--- config.mk ---
export PLATFORM = sky130hd
export DESIGN_NAME = bus_host_arbiter
export DESIGN_NICKNAME = d
export VERILOG_FILES = /design/src/rtl/bus_host_arbiter.sv
export SDC_FILE = /design/constraint.sdc
export NUM_CORES = 1
export LEC_CHECK = 0
export ABC_AREA = 1
export BUFFER_PORTS_ARGS = -buffer_cell sky130_fd_sc_hd__buf_4
export CORE_AREA = 10 10 117 119
export CTS_CLUSTER_SIZE = 14
export DETAILED_ROUTE_END_ITERATION = 7
export DIE_AREA = 0 0 127 129
export PLACE_DENSITY = 0.68
export SYNTH_ARGS = -nofsm -noshare
export SYNTH_HDL_FRONTEND = slang
export SYNTH_SLANG_ARGS = --single-unit
--- constraint.sdc ---
create_clock -name CLK -period 1.9 [get_ports CLK]
set_input_delay 0.285 -clock CLK [delete_from_list [all_inputs] [get_ports CLK]]
set_output_delay 0.285 -clock CLK [all_outputs]
set_load 0.05 [all_outputs]
--- src/rtl/bus_host_arbiter.sv ---
// -----------------------------------------------------------------------------
// bus_host_arbiter
//
// Shares one bus master port between NrHosts requesters. Host 0 is the core
// data port, and the remaining hosts are other masters such as the debug-module
// system-bus host. The winner's request passes straight through to the bus with
// no added cycles. Each accepted request records its host index in an in-order
// ID FIFO. Every response is routed back to the host at the FIFO head, so
// several transactions can be outstanding at once.
//
// Optional feature macro:
//   BUS_ARB_RR_EN  defined   -> round-robin priority starting at the RR pointer
//                  undefined -> fixed priority, lowest host index wins
//
// Ports:
//   CLK, RST_N           clock, asynchronous active-low reset
//   host_req_i     [N]   request from each host
//   host_gnt_o     [N]   grant, same cycle as the bus handshake
//   host_addr_i    [N]   request address
//   host_we_i      [N]   write enable
//   host_be_i      [N]   byte enables
//   host_wdata_i   [N]   write data
//   host_rvalid_o  [N]   response valid, routed by the ID FIFO
//   host_rdata_o   [N]   response data (zero for hosts not addressed)
//   host_err_o     [N]   response error
//   dev_req_o .. dev_wdata_o   muxed request to the bus
//   dev_gnt_i, dev_rvalid_i, dev_rdata_i, dev_err_i   bus handshake/response
//   outstanding_o        current ID FIFO occupancy
//   orphan_rsp_o         sticky: a response arrived with nothing outstanding
// -----------------------------------------------------------------------------
module bus_host_arbiter #(
   parameter int NrHosts        = 2,
   parameter int DataWidth      = 32,
   parameter int AddressWidth   = 32,
   parameter int MaxOutstanding = 4
) (
   input  logic                          CLK,
   input  logic                          RST_N,
   input  logic                          host_req_i    [NrHosts],
   output logic                          host_gnt_o    [NrHosts],
   input  logic [AddressWidth-1:0]       host_addr_i   [NrHosts],
   input  logic                          host_we_i     [NrHosts],
   input  logic [DataWidth/8-1:0]        host_be_i     [NrHosts],
   input  logic [DataWidth-1:0]          host_wdata_i  [NrHosts],
   output logic                          host_rvalid_o [NrHosts],
   output logic [DataWidth-1:0]          host_rdata_o  [NrHosts],
   output logic                          host_err_o    [NrHosts],
   output logic                          dev_req_o,
   output logic [AddressWidth-1:0]       dev_addr_o,
   output logic                          dev_we_o,
   output logic [DataWidth/8-1:0]        dev_be_o,
   output logic [DataWidth-1:0]          dev_wdata_o,
   input  logic                          dev_gnt_i,
   input  logic                          dev_rvalid_i,
   input  logic [DataWidth-1:0]          dev_rdata_i,
   input  logic                          dev_err_i,
   output logic [$clog2(MaxOutstanding):0] outstanding_o,
   output logic                          orphan_rsp_o
);

   localparam int IdxW = (NrHosts > 1) ? $clog2(NrHosts) : 1;
   localparam int PtrW = $clog2(MaxOutstanding);
   localparam int CntW = PtrW + 1;

   typedef enum logic {
      LockFree,
      LockHeld
   } lockState_e;

   lockState_e          lockState_q, lockState_d;
   logic [IdxW-1:0]     lockIdx_q, lockIdx_d;
   logic [IdxW-1:0]     idFifo_q [MaxOutstanding];
   logic [PtrW-1:0]     wrPtr_q, wrPtr_d;
   logic [PtrW-1:0]     rdPtr_q, rdPtr_d;
   logic [CntW-1:0]     count_q, count_d;
   logic                orphan_q, orphan_d;
`ifdef BUS_ARB_RR_EN
   logic [IdxW-1:0]     rrPtr_q, rrPtr_d;
   logic [IdxW-1:0]     candIdx;
`endif

   logic                anyReq;
   logic [IdxW-1:0]     freeWinner;
   logic [IdxW-1:0]     winner;
   logic [IdxW-1:0]     headIdx;
   logic                fifoFull;
   logic                fifoEmpty;
   logic                pop;
   logic                devReq;
   logic                handshake;

   // Any host asking for the bus at all.
   always_comb begin
      anyReq = 1'b0;
      for (int i = 0; i < NrHosts; i++) begin
         if (host_req_i[i]) begin
            anyReq = 1'b1;
         end
      end
   end

   // Pick the unlocked winner. Scanning from the far end and overwriting
   // leaves the highest-priority requester in freeWinner.
   always_comb begin
      freeWinner = '0;
`ifdef BUS_ARB_RR_EN
      candIdx = '0;
      for (int k = NrHosts - 1; k >= 0; k--) begin
         candIdx = IdxW'((int'(rrPtr_q) + k) % NrHosts);
         if (host_req_i[candIdx]) begin
            freeWinner = candIdx;
         end
      end
`else
      for (int i = NrHosts - 1; i >= 0; i--) begin
         if (host_req_i[i]) begin
            freeWinner = IdxW'(i);
         end
      end
`endif
   end

   // A pending (locked) request keeps the bus, so its payload cannot change
   // under the slave while it waits for dev_gnt_i.
   always_comb begin
      winner    = (lockState_q == LockHeld) ? lockIdx_q : freeWinner;
      headIdx   = idFifo_q[rdPtr_q];
      fifoFull  = (count_q == CntW'(MaxOutstanding));
      fifoEmpty = (count_q == '0);
      pop       = dev_rvalid_i & ~fifoEmpty;
      // A pop in the same cycle frees a slot, so a full FIFO can still accept.
      // RST_N gating keeps the request quiet while reset is held.
      devReq    = RST_N & anyReq & (~fifoFull | pop);
      handshake = devReq & dev_gnt_i;
   end

   // Request mux toward the bus.
   always_comb begin
      dev_req_o   = devReq;
      dev_addr_o  = host_addr_i[winner];
      dev_we_o    = host_we_i[winner];
      dev_be_o    = host_be_i[winner];
      dev_wdata_o = host_wdata_i[winner];
   end

   // Grant and response fan-out. Hosts other than the selected one see zeros.
   always_comb begin
      for (int i = 0; i < NrHosts; i++) begin
         host_gnt_o[i]    = handshake & (winner == IdxW'(i));
         host_rvalid_o[i] = pop & (headIdx == IdxW'(i));
         host_rdata_o[i]  = host_rvalid_o[i] ? dev_rdata_i : '0;
         host_err_o[i]    = host_rvalid_o[i] & dev_err_i;
      end
   end

   // Lock state machine: it locks when a request is not granted and
   // unlocks on handshake.
   always_comb begin
      lockState_d = lockState_q;
      lockIdx_d   = lockIdx_q;
      case (lockState_q)
         LockFree: begin
            if (devReq && !dev_gnt_i) begin
               lockState_d = LockHeld;
               lockIdx_d   = winner;
            end
         end
         LockHeld: begin
            if (handshake) begin
               lockState_d = LockFree;
            end
         end
         default: lockState_d = LockFree;
      endcase
   end

   // ID FIFO pointers, occupancy counter and sticky orphan flag.
   always_comb begin
      wrPtr_d  = handshake ? wrPtr_q + PtrW'(1) : wrPtr_q;
      rdPtr_d  = pop ? rdPtr_q + PtrW'(1) : rdPtr_q;
      count_d  = count_q;
      case ({handshake, pop})
         2'b10:   count_d = count_q + CntW'(1);
         2'b01:   count_d = count_q - CntW'(1);
         default: count_d = count_q;
      endcase
      orphan_d = orphan_q | (dev_rvalid_i & fifoEmpty);
   end

`ifdef BUS_ARB_RR_EN
   // The round-robin pointer moves just past the host that was served.
   always_comb begin
      rrPtr_d = rrPtr_q;
      if (handshake) begin
         rrPtr_d = IdxW'((int'(winner) + 1) % NrHosts);
      end
   end

   always_ff @(posedge CLK or negedge RST_N) begin
      if (!RST_N) begin
         rrPtr_q <= '0;
      end else begin
         rrPtr_q <= rrPtr_d;
      end
   end
`endif

   // State registers.
   always_ff @(posedge CLK or negedge RST_N) begin
      if (!RST_N) begin
         lockState_q <= LockFree;
         lockIdx_q   <= '0;
         wrPtr_q     <= '0;
         rdPtr_q     <= '0;
         count_q     <= '0;
         orphan_q    <= 1'b0;
      end else begin
         lockState_q <= lockState_d;
         lockIdx_q   <= lockIdx_d;
         wrPtr_q     <= wrPtr_d;
         rdPtr_q     <= rdPtr_d;
         count_q     <= count_d;
         orphan_q    <= orphan_d;
      end
   end

   // ID FIFO storage. It records the winner of every accepted request.
   always_ff @(posedge CLK or negedge RST_N) begin
      if (!RST_N) begin
         for (int i = 0; i < MaxOutstanding; i++) begin
            idFifo_q[i] <= '0;
         end
      end else if (handshake) begin
         idFifo_q[wrPtr_q] <= winner;
      end
   end

   assign outstanding_o = count_q;
   assign orphan_rsp_o  = orphan_q;

endmodule

==> summary.md, run 1 <==
| Metric | Value |
|---|---|
| CTS max path bufs | 2 |
| Post-Syn Area per Cell | 5.100 µm² |
| Setup CP Type | reg2out |
| Worst r2r dst | outstanding_o[2] |
| Max_slew headroom | 79.10% |
| Number of global-route vias before repair | 3774 |
| Critical Path Start Type | register |
| Sw frac | 61.22% |
| Dominant cells by area after synthesis | nand2_1, dfrtp_1, inv_1, nor3_1, nor2_1 |
| Initial antenna violation count | 0 |
| Port-buffer cells | 320 |
| Maximum vdd drop | 1.408 mV |
| Arrival @ worst endpoint | 1.59 ns |
| Failing checks | negative hold slack |
| Worst path cell trace | a21oi_2 -> nand2_2 -> nand2_4 -> nand2_8 -> clkbuf_16 -> nor2_2 -> buf_6 |
| Initial Util | 19.46% |
| CP max stage delay | 0.41 ns |
| Drt pass-1 iters | 4 |
| Die X | 127 µm |
| WP buf/inv | 2 |
| Cell with the most instances after synthesis | nand2_1 |
| Largest net degree at the start of global routing | 50 |
| #FFs+latches synth | 14 |
| Max_cap viols | 0 |
| R2R setup slack | 0.09 ns |
| Floorplan core area | 11320 µm² |
| Share of power burned in registers | 5.5% |
| CTS sink count | 14 |
| Yosys warns | 0 |
| Outcome | complete, but fails checks |
| Area growth syn-to-layout | 179.2% |
| CP Max Fanout | 8 |
| Syn Inst Count | 432 |
| Comb pwr share | 90.2% |
| DP Worst Slack | 0.07034 ns |
| Post-synthesis sequential area ratio | 15.90% |
| Placer Congestion | 0.8677 |
| RSZ-0062 raised after global routing | yes |
| Tightest Hold Check Type | in2async |
| Final Net Count | 940 |
| Layout cells sized above 1 | 58.73% |
| CTS tree | built |
| Critical path required time | 1.62 ns |
| CTS buffer count | 3 |
| DRT iter0 DRCs | 84 |
| Detailed-placement wirelength estimate | 12740 µm |
| Fillers | 1054 |
| Setup crit end kind | primary output |
| Total internal power | 3.924 mW |
| FFs w/ async S/R, synth | 100.0% |
| # H-tree levels | 1 |
| Final cell utilization of the core | 54.34% |
| Mapped Nets | 615 |
| Row count | 39 |
| Vias | 3898 |
| DRC errors left | 0 |
| Setup Skew | 0.002238 ns |
| Most instantiated cells after synthesis | nand2_1, inv_1, nor2_1 |
| Worst path slowest cell | dfrtp_1 |
| Skew-Pair Late Insertion Delay | 0.24 ns |
| PwrDens | 1645 nW/µm² |
| Die area | 16380 µm² |
| Detailed Route WL | 16000 µm |
| Leakage | 3.400 nW |
| Die Y | 129 µm |
| P_sw | 6.195 mW |
| Cells on worst reg2reg path | 11 |
| CTS Root Cell | clkbuf_16 |
| Clk pin slew, worst setup/hold paths | 0.04 ns |
| Setup WS post-layout | 0.02369 ns |
| Synth top area share | 39.86% |
| Antenna viol nets, final | 0 |
| Mapped Area | 2203 µm² |
| Post-synth cell types | 25 |
| Area leader, netlist | nand2_1 |
| Predominant post-synthesis flop cell | dfrtp_1 |
| Overall Global Routing Usage | 15.64% |
| Max Clock Freq | 533.0 MHz |
| Overflow after GRT | 0 |
| First-pass GRT wire length | 20830 µm |
| Reg2reg start | outstanding_o[0] |
| Final setup fails | 0 |
| Via density | 4.336 |
| CP top delay family | simple AND/OR/NAND/NOR gates |
| Clock share of power | 4.3% |
| Max Slew Vio Count | 0 |
| Number of synthesized flops with an enable pin | 0 |
| Final min period | 1.876 ns |
| Fin crit share | 98.75% |
| Hold Vio Cnt, Final | 2 |
| Average routed wire per standard cell | 17.80 µm |
| Worst-Margin Slew | 0.3124 ns |
| Io pins | 321 |
| Final hold slack | -0.002234 ns |
| Ant diodes | 0 |
stage by stage:
stage | hold slack [ns] | instance area, µm² | TNS, ns | power, mW | cells
floorplan | -0.01059 | 2577 | -4.284 | 5.916 | 432
global placement | 0.2689 | 5209 | 0 | 8.324 | 884
detailed placement | 0.2693 | 5209 | 0 | 8.343 | 884
CTS | 0.01012 | 5378 | -0.01645 | 8.943 | 891
global route | 0.02009 | 6152 | -3.308 | 10.61 | 899
finish | -0.002234 | 6152 | 0 | 10.12 | 899
power by group through the flow:
stage	registers [mW]	logic, mW	clock network [mW]
after CTS	0.553	7.94	0.453
after global placement	0.540	7.78	0
after detailed placement	0.546	7.80	0
final	0.558	9.12	0.436
after floorplan	0.665	5.25	0
after global routing	0.577	9.57	0.462
worst register-to-register path: cells and delay by family (launching register included):
kind | cells | cell delay, ns
fa+ha+maj | 2 | 0.48
simple gates | 4 | 0.28
compound gates | 2 | 0.23
buf+inv | 2 | 0.13
xor+xnor | 1 | 0.14
flops | 1 | 0.44
worst max-delay path by stage:
stage                     startpoint          endpoint  slack [ns]  depth (start not counted)
floorplan           outstanding_o[2]  host_rdata_o[54]       -0.18                          7
global placement    outstanding_o[0]  outstanding_o[2]        0.09                         11
detailed placement  outstanding_o[0]  outstanding_o[2]        0.07                         11
CTS                         register   dev_wdata_o[26]       -0.01                          7
global route              rdPtr_q[0]  host_rdata_o[49]       -0.08                          8
finish                    rdPtr_q[0]  host_rdata_o[42]        0.02                          7
flip-flops by register name (all words and copies together) (netlist names), named ones only:
name and cells:
lockIdx_q 1, rdPtr_q 2, orphan_rsp_o 1, wrPtr_q 2, outstanding_o 3, idFifo_q 4
placed cells by master, fill, tap and decap left out, drive strengths merged:
cell type / count
nand3: 3
clkbuf: 10
dfrtp: 14
nor3: 33
xor2: 2
nand2: 239
o21ai: 3
a21oi: 3
nand4: 8
nor2: 46
nand3b: 1
xnor2: 1
inv: 47
ha: 5
o21bai: 1
fa: 1
buf: 339
cell families (layout without fill, tap and decap cells):
group	Yosys count	after routing	share of synthesized area (%)
AOI/OAI and AO/OA	7	7	1.703
DFF	14	14	15.90
buffers and inverters	72	396	15.16
xor gates and xnor gates	3	3	1.193
and+or+nand+nor	330	330	62.29
adders and majority gates	6	6	3.748
final cells by class:
cell class	instances	area, µm²	share of cell area [%]
Tap cell	143	178.9	2.908
Timing Repair Buffer	345	3271	53.16
Inverter	47	186.4	3.030
Clock buffer	4	88.84	1.444
Sequential cell	14	354.1	5.756
Multi-Input combinational cell	346	2073	33.70
per-layer routing:
layer / part of all wire, % / global-route usage, % / up-vias / wire length, µm
li1: - / - / 1953 / -
met1: 35 / 16.88 / 1733 / 5665
met2: 54 / 28.83 / 198 / 8577
met3: 9.8 / 5.791 / 14 / 1571
met4: 1.2 / 2.746 / 0 / 186
met5: 0 / 0 / - / 0
what timing repair did:
| action | CTS | global route |
|---|---|---|
| hold buffers | 0 | 0 |
| cloned | 1 | 8 |
| endpoints found under the setup margin | 85 | 123 |
| pin swaps | 2 | 18 |
| setup buffers | 2 | 1 |
| resized for setup | 7 | 168 |
No activity file was read; power rests on OpenSTA's default activity.
==> run 2, diff against run 1 <==
- SETUP_SLACK_MARGIN: default -> 0.05
==> summary.md, run 2 (same netlist as run 1, synthesis figures left out) <==
| Metric | Value |
|---|---|
| Hold-critical path depth | 3 |
| # H-tree levels | 1 |
| Biggest register | idFifo_q |
| Average routed wire per standard cell | 19.47 µm |
| Die Y | 129 µm |
| Io pins | 321 |
| Setup crit end kind | primary output |
| CTS Root Cell | clkbuf_16 |
| Via density | 4.419 |
| Max Slew Vio Count | 0 |
| Port-buffer cells | 320 |
| Critical path required time | 1.62 ns |
| Tightest Hold Check Type | in2reg |
| First-pass GRT wire length | 21950 µm |
| Multi-input logic area | 2595 µm² |
| Overall Global Routing Usage | 16.38% |
| CTS sink count | 14 |
| Setup CP Type | reg2out |
| Placer Congestion | 0.8831 |
| Most common cell after layout, fill and taps aside | buf_4 |
| Maximum vdd drop | 1.061 mV |
| Detailed-placement wirelength estimate | 12380 µm |
| Area growth syn-to-layout | 234.8% |
| CTS buffer count | 3 |
| CTS tree | built |
| Max_cap viols | 0 |
| DRC errors left | 0 |
| Overflow after GRT | 0 |
| Met3 Wirelength | 1386 µm |
| Die area | 16380 µm² |
| Most frequent cells in the layout | buf_4, nand2_1, buf_6 |
| Arrival @ worst endpoint | 1.65 ns |
| Setup Skew | 0.004258 ns |
| Final Net Count | 964 |
| Max Clock Freq | 517.5 MHz |
| Clk pin slew, worst setup/hold paths | 0.05 ns |
| Final min period | 1.932 ns |
| Initial antenna violation count | 0 |
| Worst-Margin Slew | 0.3830 ns |
| P_sw | 6.986 mW |
| Total internal power | 5.192 mW |
| Layout cells sized above 1 | 71.92% |
| Antenna viol nets, final | 0 |
| CTS max path bufs | 2 |
| Leakage | 3.879 nW |
| Number of global-route vias before repair | 3875 |
| Max_slew headroom | 74.47% |
| PwrDens | 1651 nW/µm² |
| Sw frac | 57.36% |
| Skew-Pair Late Insertion Delay | 0.25 ns |
| Clock share of power | 3.7% |
| Final setup fails | 5 |
| Placed Cells | 886 |
| Fillers | 872 |
| Critical Path Start Type | register |
| Fin crit share | 101.7% |
| Wl on met1 | 6275 µm |
| Largest net degree at the start of global routing | 43 |
| Post-route design area | 7377 µm² |
| Initial Util | 19.46% |
| Row count | 39 |
| RSZ-0062 raised after global routing | yes |
| Comb pwr share | 91.7% |
| Ant diodes | 0 |
| Largest register FFs | 4 |
| Routed met2 length | 9967 µm |
| Area post-placement | 5451 µm² |
| Setup WS post-layout | -0.03235 ns |
| Hold Vio Cnt, Final | 0 |
| R2R setup slack | 0.08 ns |
| Cells on worst reg2reg path | 11 |
| Finished Layout Cells | 923 |
| Failing checks | negative setup slack |
| Sequential cell area | 355.3 µm² |
| CP Max Fanout | 14 |
| Outcome | complete, but fails checks |
| Floorplan core area | 11320 µm² |
| Share of power burned in registers | 4.6% |
| Vias | 4079 |
| Drt pass-1 iters | 4 |
| Highest metal used | met4 |
| Final hold slack | 0.3576 ns |
| Detailed Route WL | 17970 µm |
| DRT iter0 DRCs | 219 |
| Die X | 127 µm |
run 2: worst paths after layout:
path,from,endpoint
setup / recovery,register,dev_wdata_o[7]
hold reg to reg,orphan_rsp_o,orphan_rsp_o
hold / removal,dev_rvalid_i,orphan_rsp_o
max in group asynchronous,RST_N,rdPtr_q[0]
setup reg to reg,outstanding_o[0],outstanding_o[2]
min in group asynchronous,RST_N,idFifo_q[2]
run 2: metal layers:
metal / GRT usage, % / vias to the layer above
met5: 0 / -
met2: 29.71 / 187
met3: 5.585 / 25
li1: - / 2008
met1: 18.29 / 1859
met4: 3.014 / 0
run 2: cell type report:
| cell class | count | share of cell area [%] |
|---|---|---|
| well taps | 143 | 2.425 |
| flip-flops and latches | 14 | 4.817 |
| repair buffers | 369 | 53.71 |
| multi-input cells | 346 | 35.18 |
| inverters | 47 | 2.663 |
| clock buffers | 4 | 1.204 |
run 2: stage by stage:
stage	utilization, %	power, mW	setup WS, ns	TNS [ns]
after floorplan	-	6.161	-0.1792	-0.5555
after global placement	48.15	8.613	0.09565	0
after detailed placement	48.15	8.628	0.09867	0
after CTS	53.42	9.924	0.007624	0
after global routing	65.16	12.72	-0.1300	-6.078
final	65.16	12.18	-0.03235	-0.06845
run 2: power by group through the flow:
stage                     Clock (mW)  Sequential, mW  Combinational (mW)
after floorplan                    0           0.665                5.50
after global placement             0           0.545                8.07
after detailed placement           0           0.546                8.08
after CTS                      0.451           0.553                8.92
after global routing           0.470           0.583                11.7
final                          0.448           0.560                11.2
run 2: critical path, stage by stage (launching register included):
cell and delay (ns):
dfrtp_1 0.39, inv_2 0.06, nand3b_1 0.12, nand2_4 0.17
buf_4 0.15, clkbuf_16 0.16, nand2_1 0.07, nand2_1 0.09
buf_6 0.17
run 2: timing repair:
item                                    CTS  global route
hold buffers                              1             0
buffers inserted                          3            10
cloned                                    2            17
pin swaps                                 2            36
endpoints found under the hold margin    14             0
endpoints found under the setup margin   71           142
resized for setup                       104           250
==> run 3, diff against run 2 <==
- ABC_AREA: 1 -> default
- PLACE_DENSITY: 0.68 -> 0.67
==> summary.md, run 3 <==
| Metric | Value |
|---|---|
| #FFs+latches synth | 14 |
| Total internal power | 5.882 mW |
| Share of power burned in registers | 4.8% |
| Drt pass-1 iters | 4 |
| Tightest Hold Check Type | in2reg |
| Setup CP Type | reg2out |
| Post-synthesis sequential area ratio | 16.11% |
| Most instantiated cells after synthesis | mux2_2, nor2_1, nand2_1 |
| Antenna viol nets, final | 0 |
| Final setup fails | 140 |
| CTS buffer count | 3 |
| Die area | 16380 µm² |
| Comb pwr share | 91.8% |
| Post-synth cell types | 33 |
| Largest net degree at the start of global routing | 54 |
| Skew-Pair Late Insertion Delay | 0.25 ns |
| Largest register FFs | 4 |
| Power after layout | 12.28 mW |
| Max_slew headroom | 56.30% |
| Overall Global Routing Usage | 18.85% |
| Biggest register | idFifo_q |
| Final hold slack | 0.2924 ns |
| PwrDens | 1744 nW/µm² |
| Io pins | 321 |
| Final Net Count | 795 |
| Fillers | 849 |
| Placer Congestion | 0.8411 |
| Average routed wire per standard cell | 24.45 µm |
| DRT iter0 DRCs | 98 |
| Leakage | 3.423 nW |
| Vias | 3511 |
| Most frequent cells in the layout | buf_4, buf_8, mux2_4 |
| Row count | 39 |
| Synth top area share | 35.73% |
| Layout cells sized above 1 | 86.91% |
| Maximum vdd drop | 1.150 mV |
| CTS Root Cell | clkbuf_16 |
| Setup crit end kind | primary output |
| First-pass GRT wire length | 23810 µm |
| Clk pin slew, worst setup/hold paths | 0.05 ns |
| Setup total negative slack | -28.34 ns |
| Final cell utilization of the core | 62.20% |
| Cell with the most instances after synthesis | mux2_2 |
| Hold Vio Cnt, Final | 0 |
| Initial Util | 19.21% |
| Clock share of power | 3.4% |
| CTS sink count | 14 |
| Predominant post-synthesis flop cell | dfrtp_1 |
| CTS max path bufs | 2 |
| Die X | 127 µm |
| CP Max Fanout | 7 |
| Die Y | 129 µm |
| Critical path required time | 1.62 ns |
| Failing checks | negative setup slack |
| Max Clock Freq | 444.4 MHz |
| Post-Syn Area per Cell | 8.494 µm² |
| # H-tree levels | 1 |
| Most common cell after layout, fill and taps aside | buf_4 |
| Overflow after GRT | 0 |
| Mapped Area | 2175 µm² |
| Detailed Route WL | 18460 µm |
| Outcome | complete, but fails checks |
| Sw frac | 52.10% |
| FFs w/ async S/R, synth | 100.0% |
| Setup Skew | 0.003137 ns |
| Max Slew Vio Count | 0 |
| Fin crit share | 118.4% |
| Worst-Margin Slew | 0.6534 ns |
| Initial antenna violation count | 1 |
| Arrival @ worst endpoint | 1.97 ns |
| DRC errors left | 0 |
| Final min period | 2.250 ns |
| Max_cap viols | 0 |
| Area leader, netlist | mux2_2 |
| Critical Path Start Type | register |
| Area growth syn-to-layout | 223.8% |
| Detailed-placement wirelength estimate | 13800 µm |
| Number of synthesized flops with an enable pin | 0 |
| Yosys warns | 0 |
| RSZ-0062 raised after global routing | yes |
| Mapped Nets | 439 |
| Via density | 4.650 |
| Dominant cells by area after synthesis | mux2_2, dfrtp_1, and3_1, nor2_1, nand2_1 |
| Port-buffer cells | 320 |
| CTS tree | built |
| P_sw | 6.398 mW |
| Syn Inst Count | 256 |
| Floorplan core area | 11320 µm² |
| Number of global-route vias before repair | 3804 |
| Setup WS post-layout | -0.3502 ns |
[run 3: cells by family (layout without fill, tap and decap cells)]
logic type               after synthesis  count (layout)  synth area share, %
AND/OR/NAND/NOR                      113             113                24.86
multiplexers                          73              74                38.38
buffers and inverters                 29             383                9.091
AO/OA/AOI/OAI                         15              15                5.350
flip-flops                            14              14                16.11
adder cells (fa/ha/maj)                6               6                3.798
XOR/XNOR                               6               6                2.417
other                                  0               1                    0
[run 3: per-stage QoR]
stage          std cells  area [µm²]  worst slack, ns
2_1_floorplan        256        2506          -0.3432
3_3_place_gp         719        5141          -0.1357
3_5_place_dp         719        5141          -0.1503
4_1_cts              742        6130          -0.3934
5_1_grt              755        7042          -0.4026
6_report             755        7042          -0.3502
[run 3: final timing paths]
kind / startpoint / end / slack, ns / cells after the start
setup / recovery: rdPtr_q[0] / host_rvalid_o[0] / -0.35 / 4
hold / removal: dev_gnt_i / idFifo_q[2] / 0.29 / 2
setup reg to reg: outstanding_o[0] / outstanding_o[2] / -0.13 / 8
hold reg to reg: orphan_rsp_o / orphan_rsp_o / 0.48 / 1
max in group asynchronous: RST_N / asynchronous set/reset pin / 0.74 / 3
min in group asynchronous: RST_N / rdPtr_q[0] / 0.70 / 3
[run 3: power by group through the flow]
stage / clock network (mW) / logic (mW) / registers, mW
6_report: 0.417 / 11.3 / 0.588
5_1_grt: 0.436 / 11.7 / 0.609
4_1_cts: 0.418 / 9.32 / 0.563
3_5_place_dp: 0 / 7.95 / 0.566
3_3_place_gp: 0 / 7.86 / 0.557
2_1_floorplan: 0 / 5.61 / 0.724
[run 3: final cells by class]
| class | instances | area (µm²) | share of cell area [%] |
|---|---|---|---|
| Timing Repair Buffer | 373 | 4106 | 58.32 |
| Multi-Input combinational cell | 214 | 2297 | 32.62 |
| Sequential cell | 14 | 355.3 | 5.046 |
| Tap cell | 143 | 178.9 | 2.541 |
| Clock buffer | 4 | 78.83 | 1.119 |
| Inverter | 6 | 22.52 | 0.3198 |
| Antenna cell | 1 | 2.502 | 0.03554 |
[run 3: metal layers]
metal	share of wire [%]	routed length, µm	track usage, %	vias up
li1	-	-	-	1625
met3	9.9	1822	9.076	11
met4	1.2	223	4.488	0
met5	0	0	0	-
met1	34	6283	18.56	1693
met2	55	10130	34.90	182
[run 3: critical path: stages, from the launching register on]
cell and delay (ns):
dfrtp_1 0.38, mux4_4 0.78, clkbuf_16 0.24, and2_4 0.17, buf_8 0.14
[run 3: what timing repair did]
item | CTS | global route
setup buffers | 9 | 8
endpoints found under the hold margin | 14 | 0
hold buffers | 1 | 0
pin swaps | 1 | 28
gates resized for setup | 148 | 200
setup endpoints to repair | 142 | 141
cloned | 9 | 9
